$ cat src/rtl/pseudo_sensor_pkg.sv
// Shared definitions for the pseudo-sensor timing generator: FSM states,
// test-pattern codes and a small constant helper for counter sizing.
package pseudo_sensor_pkg;

  typedef enum logic [1:0] {
    ST_IDLE   = 2'd0,
    ST_ACTIVE = 2'd1,
    ST_HBLANK = 2'd2,
    ST_VBLANK = 2'd3
  } state_e;

  typedef enum logic [1:0] {
    PAT_RAMP   = 2'd0,
    PAT_RAMP_F = 2'd1,
    PAT_CHECK  = 2'd2,
    PAT_CONST  = 2'd3
  } pattern_e;

  // Value driven by the constant test pattern (truncated/extended to PIX_W).
  localparam logic [7:0] CONST_PIXEL = 8'hA5;

  // Largest of four values, used to size the shared x/y/blank counters.
  function automatic int max4(input int a, input int b, input int c, input int d);
    int m;
    m = a;
    if (b > m) m = b;
    if (c > m) m = c;
    if (d > m) m = d;
    return m;
  endfunction

endpackage

$ cat src/rtl/pseudo_pix_pattern.sv
// Combinational test-pattern generator: maps raster position, frame count
// and pattern code to a pixel value. The caller registers the result.
module pseudo_pix_pattern
  import pseudo_sensor_pkg::*;
#(
  parameter int CW    = 7,
  parameter int PIX_W = 8
) (
  input  logic [CW-1:0]    x_i,
  input  logic [CW-1:0]    y_i,
  input  logic [PIX_W-1:0] frame_cnt_i,
  input  pattern_e         pattern_i,
  output logic [PIX_W-1:0] pix_o
);

  // Select the pixel value for the current pattern; sums wrap modulo 2^PIX_W.
  always_comb begin
    pix_o = {PIX_W{1'b0}};
    case (pattern_i)
      PAT_RAMP:   pix_o = PIX_W'(x_i) + PIX_W'(y_i);
      PAT_RAMP_F: pix_o = PIX_W'(x_i) + PIX_W'(y_i) + frame_cnt_i;
      PAT_CHECK:  pix_o = {PIX_W{x_i[2] ^ y_i[2]}};
      PAT_CONST:  pix_o = PIX_W'(CONST_PIXEL);
      default:    pix_o = {PIX_W{1'b0}};
    endcase
  end

endmodule

$ cat src/rtl/pseudo_sensor_timing_gen.sv
// Synthetic camera source: raster timing FSM with programmable active area
// and blanking, producing valid/data plus sof/eol/eof markers. All outputs
// are registered from the next-state values so they line up with the state.
module pseudo_sensor_timing_gen
  import pseudo_sensor_pkg::*;
#(
  parameter int H_ACTIVE = 32,
  parameter int V_ACTIVE = 32,
  parameter int H_BLANK  = 8,
  parameter int V_BLANK  = 64,
  parameter int PIX_W    = 8,
  parameter int FCNT_W   = 16
) (
  input  logic              p_clk,
  input  logic              arst_p_n,
  input  logic              en,
  input  logic [1:0]        pattern_sel,
  output logic              pix_valid,
  output logic [PIX_W-1:0]  pix_data,
  output logic              sof,
  output logic              eol,
  output logic              eof,
  output logic [FCNT_W-1:0] frame_cnt,
  output logic              busy
);

  localparam int CW = $clog2(max4(H_ACTIVE, V_ACTIVE, H_BLANK, V_BLANK) + 1);

  localparam logic [CW-1:0] H_LAST  = CW'(H_ACTIVE - 1);
  localparam logic [CW-1:0] V_LAST  = CW'(V_ACTIVE - 1);
  localparam logic [CW-1:0] HB_LAST = CW'(H_BLANK - 1);
  localparam logic [CW-1:0] VB_LAST = CW'(V_BLANK - 1);
  localparam logic [CW-1:0] CNT_ZERO = {CW{1'b0}};
  localparam logic [CW-1:0] CNT_ONE  = CW'(1);

  // x_q doubles as the blanking cycle counter in HBLANK/VBLANK.
  state_e      state_q, state_d;
  logic [CW-1:0] x_q, x_d;
  logic [CW-1:0] y_q, y_d;
  pattern_e    pat_q, pat_d;

  logic              pix_valid_q, sof_q, eol_q, eof_q, busy_q;
  logic [PIX_W-1:0]  pix_data_q;
  logic [FCNT_W-1:0] frame_cnt_q;

  logic              pix_valid_d, sof_d, eol_d, eof_d, busy_d;
  logic [PIX_W-1:0]  pix_data_d;

  // Next-state and counter logic; en and pattern_sel only matter at frame starts.
  always_comb begin
    state_d = state_q;
    x_d     = x_q;
    y_d     = y_q;
    pat_d   = pat_q;
    case (state_q)
      ST_IDLE: begin
        if (en) begin
          state_d = ST_ACTIVE;
          x_d     = CNT_ZERO;
          y_d     = CNT_ZERO;
          pat_d   = pattern_e'(pattern_sel);
        end else begin
          state_d = ST_IDLE;
        end
      end
      ST_ACTIVE: begin
        if (x_q == H_LAST) begin
          state_d = ST_HBLANK;
          x_d     = CNT_ZERO;
        end else begin
          x_d = x_q + CNT_ONE;
        end
      end
      ST_HBLANK: begin
        if (x_q == HB_LAST) begin
          x_d = CNT_ZERO;
          if (y_q == V_LAST) begin
            state_d = ST_VBLANK;
          end else begin
            state_d = ST_ACTIVE;
            y_d     = y_q + CNT_ONE;
          end
        end else begin
          x_d = x_q + CNT_ONE;
        end
      end
      ST_VBLANK: begin
        if (x_q == VB_LAST) begin
          x_d = CNT_ZERO;
          y_d = CNT_ZERO;
          if (en) begin
            state_d = ST_ACTIVE;
            pat_d   = pattern_e'(pattern_sel);
          end else begin
            state_d = ST_IDLE;
          end
        end else begin
          x_d = x_q + CNT_ONE;
        end
      end
      default: begin
        state_d = ST_IDLE;
        x_d     = CNT_ZERO;
        y_d     = CNT_ZERO;
      end
    endcase
  end

  // Output decode from the next state so registered outputs match state_q.
  always_comb begin
    pix_valid_d = (state_d == ST_ACTIVE);
    sof_d       = pix_valid_d && (x_d == CNT_ZERO) && (y_d == CNT_ZERO);
    eol_d       = pix_valid_d && (x_d == H_LAST);
    eof_d       = eol_d && (y_d == V_LAST);
    busy_d      = (state_d != ST_IDLE);
  end

  pseudo_pix_pattern #(
    .CW    (CW),
    .PIX_W (PIX_W)
  ) u_pattern (
    .x_i         (x_d),
    .y_i         (y_d),
    .frame_cnt_i (frame_cnt_q[PIX_W-1:0]),
    .pattern_i   (pat_d),
    .pix_o       (pix_data_d)
  );

  // Timing FSM, counters and registered outputs; reset aborts any frame in flight.
  always_ff @(posedge p_clk or negedge arst_p_n) begin
    if (!arst_p_n) begin
      state_q     <= ST_IDLE;
      x_q         <= CNT_ZERO;
      y_q         <= CNT_ZERO;
      pat_q       <= PAT_RAMP;
      pix_valid_q <= 1'b0;
      pix_data_q  <= {PIX_W{1'b0}};
      sof_q       <= 1'b0;
      eol_q       <= 1'b0;
      eof_q       <= 1'b0;
      busy_q      <= 1'b0;
      frame_cnt_q <= {FCNT_W{1'b0}};
    end else begin
      state_q     <= state_d;
      x_q         <= x_d;
      y_q         <= y_d;
      pat_q       <= pat_d;
      pix_valid_q <= pix_valid_d;
      pix_data_q  <= pix_valid_d ? pix_data_d : {PIX_W{1'b0}};
      sof_q       <= sof_d;
      eol_q       <= eol_d;
      eof_q       <= eof_d;
      busy_q      <= busy_d;
      frame_cnt_q <= eof_q ? (frame_cnt_q + FCNT_W'(1)) : frame_cnt_q;
    end
  end

  assign pix_valid = pix_valid_q;
  assign pix_data  = pix_data_q;
  assign sof       = sof_q;
  assign eol       = eol_q;
  assign eof       = eof_q;
  assign busy      = busy_q;
  assign frame_cnt = frame_cnt_q;

endmodule
$ cat config.mk
export PLATFORM = sky130hd
export DESIGN_NAME = pseudo_sensor_timing_gen
export DESIGN_NICKNAME = d
export VERILOG_FILES = /design/src/rtl/pseudo_sensor_pkg.sv /design/src/rtl/pseudo_pix_pattern.sv /design/src/rtl/pseudo_sensor_timing_gen.sv
export SDC_FILE = /design/constraint.sdc
export NUM_CORES = 1
export LEC_CHECK = 0
export ABC_AREA = 1
export BUFFER_PORTS_ARGS = -buffer_cell sky130_fd_sc_hd__buf_2
export CAP_MARGIN = 5
export CORE_MARGIN = 10
export CORE_UTILIZATION = 50
export CTS_CLUSTER_DIAMETER = 30
export CTS_CLUSTER_SIZE = 16
export DETAILED_ROUTE_END_ITERATION = 6
export PLACE_DENSITY_LB_ADDON = 0.05
export SLEW_MARGIN = 10
export SYNTH_ARGS = -nofsm -noshare
export SYNTH_HDL_FRONTEND = slang
export SYNTH_SLANG_ARGS = --single-unit
$ cat constraint.sdc
create_clock -name p_clk -period 4.35 [get_ports p_clk]
set_clock_uncertainty 0.05 [all_clocks]
set_input_delay 0.6525 -clock p_clk [delete_from_list [all_inputs] [get_ports p_clk]]
set_output_delay 0.6525 -clock p_clk [all_outputs]
set_load 0.02 [all_outputs]
# After elaboration in Yosys (flattened, before gate mapping)
# Cells that the tools add are included.
# Widths: inputs -> output; s select.
[op_classes]
addsub = 5
n_eq_ne = 13
n_mux = 21
bitwise = 1
n_reduce_logical = 9
[op_table]
columns = ["op", "n"]
rows = [
  ["$mux 7", 8],
  ["$pmux 8 s4", 1],
  ["$eq 7x5->1 const B", 4],
  ["$pmux 7 s4", 1],
  ["$pmux 7 s3", 1],
  ["$add 16x1->16 const B", 1],
  ["$add 7x1->7 const B", 2],
  ["$logic_not 7->1", 2],
  ["$mux 2", 6],
  ["$add 7x7->8", 1],
  ["$add 8x8->8", 1],
  ["$eq 2x2->1 const B", 4],
  ["$mux 8", 1],
  ["$pmux 2 s4", 1],
  ["$eq 7x3->1 const B", 1],
  ["$eq 7x6->1 const B", 1],
  ["$eq 2x1->1 const B", 3],
  ["$logic_and 1x1->1", 4],
  ["$logic_not 2->1", 2],
  ["$pmux 2 s2", 1],
  ["$reduce_bool 2->1", 1],
  ["$mux 1", 1],
  ["$xor 1x1->1", 1],
]
[word_totals]
ff_bits = 47
input_bits = 5
word_cells = 60

# Longest topological paths before layout
[depth]
word_depth = 8
depth_mapped = 32
mapped_depth_nobuf = 32

# Hierarchy
# A second synthesis with hierarchy kept.
[hier_totals]
hier_cells = 476
area_unflattened_um2 = 3424.5
[by_module_without_submodules]
columns = ["mod", "instances", "cells_each", "area_per_inst_um2", "seq_area_each_um2"]
rows = [
  ["pseudo_sensor_timing_gen", 1, 334, 2601.2, 1176.1],
  ["pseudo_pix_pattern", 1, 142, 823.3, 0.0],
]

# Worst setup path before layout
# Ideal clock, no wire load.
[synth_path]
path_kind = "reg2reg"
startpoint = "register state_q[0]"
endpoint = "register pix_data_q[6] (netlist: pix_data[6])"
arrival_time_ns = 3.514
path_slack_ns = 0.673
stages_incl_launch_ff = 30
path_buffers = 0
path_cell_list = "dfrtp_1 inv_1 ha_1 inv_2 nor2_8 inv_1 nand2_4 nor2_8 nand2_1 a32o_1 ha_1 nand2_1 inv_1 nand3_2 nand3_2 nand2_1 nand2_1 ha_1 a21oi_1 inv_1 a31oi_1 or2_2 nand2_1 a21oi_1 xor2_1 o21ai_0 nand2_1 inv_1 nand2_1 inv_1"
[synth_between]
elab_chain_len = 6
word_cells_on_any_way = 21
classes_between = "add/sub (2); eq/ne (7); mux (9); bitwise (1); reduce/logical (2)"
[synth_lines]
columns = ["element", "line_no", "source"]
rows = [
  ["from (decl)", "pseudo_sensor_timing_gen.sv:37", "state_e state_q, state_d;"],
  ["from (signal assigned)", "pseudo_sensor_timing_gen.sv:144", "state_q <= state_d;"],
  ["$eq 2x2->1 or $logic_not 2->1 (tied branches)", "pseudo_sensor_timing_gen.sv:55", "case (state_q)"],
  ["$pmux 7 s3 (*)", "pseudo_sensor_timing_gen.sv:55", ""],
  ["named net u_pattern.y_i[2]", "pseudo_pix_pattern.sv:10", "input logic [CW-1:0] y_i,"],
  ["$add 7x7->8", "pseudo_pix_pattern.sv:20, pseudo_pix_pattern.sv:21", ""],
  ["$add 8x8->8", "pseudo_pix_pattern.sv:21", "PAT_RAMP_F: pix_o = PIX_W'(x_i) + PIX_W'(y_i) + frame_cnt_i;"],
  ["$pmux 8 s4 (*)", "pseudo_pix_pattern.sv:19", "case (pattern_i)"],
  ["$mux 8 (*)", "pseudo_sensor_timing_gen.sv:149", "pix_data_q <= pix_valid_d ? pix_data_d : {PIX_W{1'b0}};"],
  ["to (signal assigned)", "pseudo_sensor_timing_gen.sv:137", "pix_data_q <= {PIX_W{1'b0}};"],
  ["to (signal assigned)", "pseudo_sensor_timing_gen.sv:149", ""],
  ["to (decl)", "pseudo_sensor_timing_gen.sv:43", "logic [PIX_W-1:0] pix_data_q;"],
]
# Mark *: on every way through the listed nets, which the timed path passes. The rest lies on a longest branch.
# A chain may end at the register's enable or synchronous reset.

# Final worst setup path
[layout_path]
startpoint = "register state_q[1]"
endpoint = "register pix_data_q[7] (netlist: pix_data[7])"
[layout_between]
elab_chain_len = 6
word_cells_on_any_way = 21
classes_between = "add/sub (2); eq/ne (7); mux (9); bitwise (1); reduce/logical (2)"
[layout_lines]
columns = ["element", "line_no"]
rows = [
  ["$eq 2x2->1 or $logic_not 2->1 (tied branches)", "pseudo_sensor_timing_gen.sv:55"],
  ["$pmux 7 s3 (*)", "pseudo_sensor_timing_gen.sv:55"],
  ["named net u_pattern.y_i[0]", "pseudo_pix_pattern.sv:10"],
  ["$add 7x7->8 (*)", "pseudo_pix_pattern.sv:20, pseudo_pix_pattern.sv:21"],
  ["$add 8x8->8", "pseudo_pix_pattern.sv:21"],
  ["$pmux 8 s4 (*)", "pseudo_pix_pattern.sv:19"],
  ["$mux 8 (*)", "pseudo_sensor_timing_gen.sv:149"],
]
# Marked as above.

==> impl_metrics.py <==
metrics = {
    "cells_and_area": {
        "layout_common_cells": "nand2_1, inv_1, dfrtp_1",
        "seq_area_mm2": 0.00118,
        "final_layout_size_suffix_gt1_frac": 0.206,
        "multi_input_area_mm2": 0.00179,
        "layout_commonest_cell": "nand2_1",
        "fin_cells": 512,
        "fillers": 557,
        "antenna_cells": 0,
        "layout.nets": 464,
        "synthToLayoutAreaGrowth_pct": 15.1,
    },
    "power_and_ir_drop": {
        "seqPwrFrac": 0.365,
        "p_clk_frac": 0.220,
        "p_leak_uw": 0.00199,
        "pwr_density_cell_mw_per_mm2": 390,
        "combPwrFrac": 0.416,
        "p_sw_frac": 0.395,
        "p_sw_uw": 563,
        "worst_ir_drop_vdd_mv": 0.209,
        "p_int_uw": 862,
    },
    "place": {
        "io_buffers": 33,
        "gp_congestion": 0.846,
        "dp.cells": 500,
        "dp_hpwl_um": 5810,
    },
    "critical_path": {
        "critPathKind": "register to register",
        "end_kind": "register",
        "critical_path_arrival_ps": 4110,
        "cp_max_fo": 8,
        "crit_top_cell": "nand2_1",
        "slowest_stage": "dfrtp_1",
        "critPathRequiredTime_ps": 4520,
        "max_stage_delay_ps": 410,
        "worstSetupStartpointType": "register",
    },
    "global_route": {
        "met2_usage": 0.273,
        "grt_max_degree": 48,
        "antenna_found_initial": 0,
        "met3_usage": 0.0256,
        "grt_pass1_vias": 2750,
        "grt_util_met1": 0.177,
        "grt_overflow": 0,
        "grt_usage": 0.150,
        "grt-busiest-layer": "met2",
        "grt_pass1_wl_um": 12600,
    },
    "min_path": {
        "hp-class": "register to register",
    },
    "logic_synthesis": {
        "synth_seq_area_share": 0.370,
        "async_flop_share": 1.00,
        "synth_top_family_by_area": "simple AND/OR/NAND/NOR gates",
        "synthAdderAreaFrac": 0.0890,
        "synth_area_mm2": 0.00318,
        "synth_compound_gate_area_share": 0.105,
        "synthesis.nets": 416,
        "synth_mux_area_frac": 0.00630,
        "postSynthCellCount": 389,
        "synth-edff-count": 0,
        "yosys.area_share.simple": 0.280,
        "synth_xor_area_frac": 0.0662,
        "synth_ff_type": "dfrtp_1",
        "ys_ff_latch": 47,
        "synth-warning-count": 0,
        "synth.avg_cell_area_um2": 8.16,
        "post_synth_num_cell_types": 41,
    },
    "clocking": {
        "cts_max_path_buffers": 2,
        "clk_latency_ps": 290,
        "clock_sinks": 47,
        "ctsHoldBuffers": 0,
        "cts_tree": "done",
        "cts.clk_slew.worst_paths_ps": 90,
        "htreeDepth": 2,
        "numCtsBuffers": 5,
        "cts.root.buffer_cell": "clkbuf_8",
    },
    "routing": {
        "first_iter_violations": 101,
        "wire_per_inst_um": 14.2,
        "firstDrtPassIters": 4,
        "viasPerCell": 5.25,
        "routed_wl_um": 7290,
        "drc": 0,
        "via_count": 2686,
        "ant_nets": 0,
    },
    "sta": {
        "setup_tns_ps": 0,
        "setup_viol": 0,
        "rsz0062_at_grt": "false",
        "hold_ws_ps": 423,
        "slew_viol_final": 0,
        "fmax_mhz": 254,
        "relSlewSlack": 0.295,
        "worstMarginPinSlew_ps": 1060,
        "min_period_over_period": 0.905,
        "hold_viol_final": 0,
        "period_needed_ps": 3930,
    },
    "die": {
        "die_height_um": 99.7,
        "die_area_mm2": 0.00994,
        "die_w_um": 99.7,
        "num_rows": 28,
        "ios": 34,
        "fp.coreArea_mm2": 0.00603,
        "start_util": 0.527,
    },
    "status": {
        "outcome": "finished, final reports clean",
    },
    "flow_run": {
        "maxCapViolCount": 0,
    },
}
cell families (layout without fill, tap and decap cells):
family / after synthesis / after routing
buf+inv: 69 / 117
flops: 47 / 47
compound gates: 54 / 54
simple gates: 171 / 171
xor+xnor: 24 / 24
fa+ha+maj: 22 / 22
mux: 2 / 2
sequential cells by signal, indices dropped and copies added (netlist names):
name,cells
busy,1
eof,1
eol,1
frame_cnt,16
pat_q,2
pix_data,8
pix_valid,1
sof,1
state_q,2
x_q,7
y_q,7
stage by stage:
step	total power, uW	area (um2)	setup WS (ps)	utilization
floorplan	953	3180	673	-
global placement	1100	3460	322	0.574
detailed placement	1100	3460	277	0.574
CTS	1420	3570	246	0.592
global route	1530	3650	16.0	0.607
finish	1430	3650	415	0.607
cell type report:
type,count,share of cell area
inverters,67,0.0688
repair buffers,43,0.0657
clock buffers,5,0.0188
clock inverters,2,0.0103
well taps,75,0.0257
flip-flops and latches,47,0.322
multi-input cells,273,0.489
power by group through the flow:
stage / clock network [uW] / registers, uW / logic, uW
5_1_grt: 338 / 528 / 666
4_1_cts: 323 / 521 / 575
3_5_place_dp: 0 / 529 / 574
3_3_place_gp: 0 / 527 / 570
6_report: 313 / 519 / 592
2_1_floorplan: 0 / 571 / 382
worst max-delay path: cells and delay by family (launching register included):
kind            cells  cell delay, ps
simple gates       14            1230
fa+ha+maj           4             970
buf+inv             6             490
flops               1             410
compound gates      3             270
mux                 1             260
xor+xnor            1             200
worst paths after layout:
path                                           start                   endpoint  slack, ps  depth (start not counted)
min                        frame_cnt[15]$_DFFE_PN0P_  frame_cnt[15]$_DFFE_PN0P_        420                          1
max reg2reg                     state_q[1]$_DFF_PN0_      pix_data[7]$_DFF_PN0_        420                         29
max in group asynchronous                   arst_p_n      pix_data[6]$_DFF_PN0_       3100                          1
min in group asynchronous                   arst_p_n           y_q[2]$_DFF_PN0_        480                          1
max                             state_q[1]$_DFF_PN0_      pix_data[7]$_DFF_PN0_        420                         29
min reg2reg                frame_cnt[15]$_DFFE_PN0P_  frame_cnt[15]$_DFFE_PN0P_        420                          1
metal layers:
layer | vias up | share of wire | wire (um)
li1 | 1368 | - | -
met1 | 1276 | 0.44 | 3210
met2 | 36 | 0.53 | 3860
met3 | 6 | 0.022 | 161
met4 | 0 | 0.0081 | 59
met5 | - | 0 | 0
what timing repair did:
action / in CTS / in global routing
gates resized for setup: 0 / 8
setup endpoints to repair: 0 / 1
buffers inserted: 0 / 5
cell usage after synthesis, types with 3 or more instances:
master    count  area (um2)
a32o_1        3        30.0
nand3_1      28         140
nor2_4        3        33.8
nand4_1       9        56.3
ha_1         21         263
a211oi_1      3        22.5
o22ai_1       3        18.8
nand3_2       6        60.1
nand2_2       5        31.3
inv_2         5        18.8
o21ai_1       5        25.0
nand2_1      70         263
dfrtp_1      47        1180
inv_1        61         229
nor2_1       24        90.1
o211ai_1      3        22.5
xor2_1       16         140
nor3_1       10        50.1
xnor2_1       8        70.1
o21ai_0      13        65.1
a21oi_1      16        80.1
nand2_4       5        56.3
(Power assumes the default switching activity.)
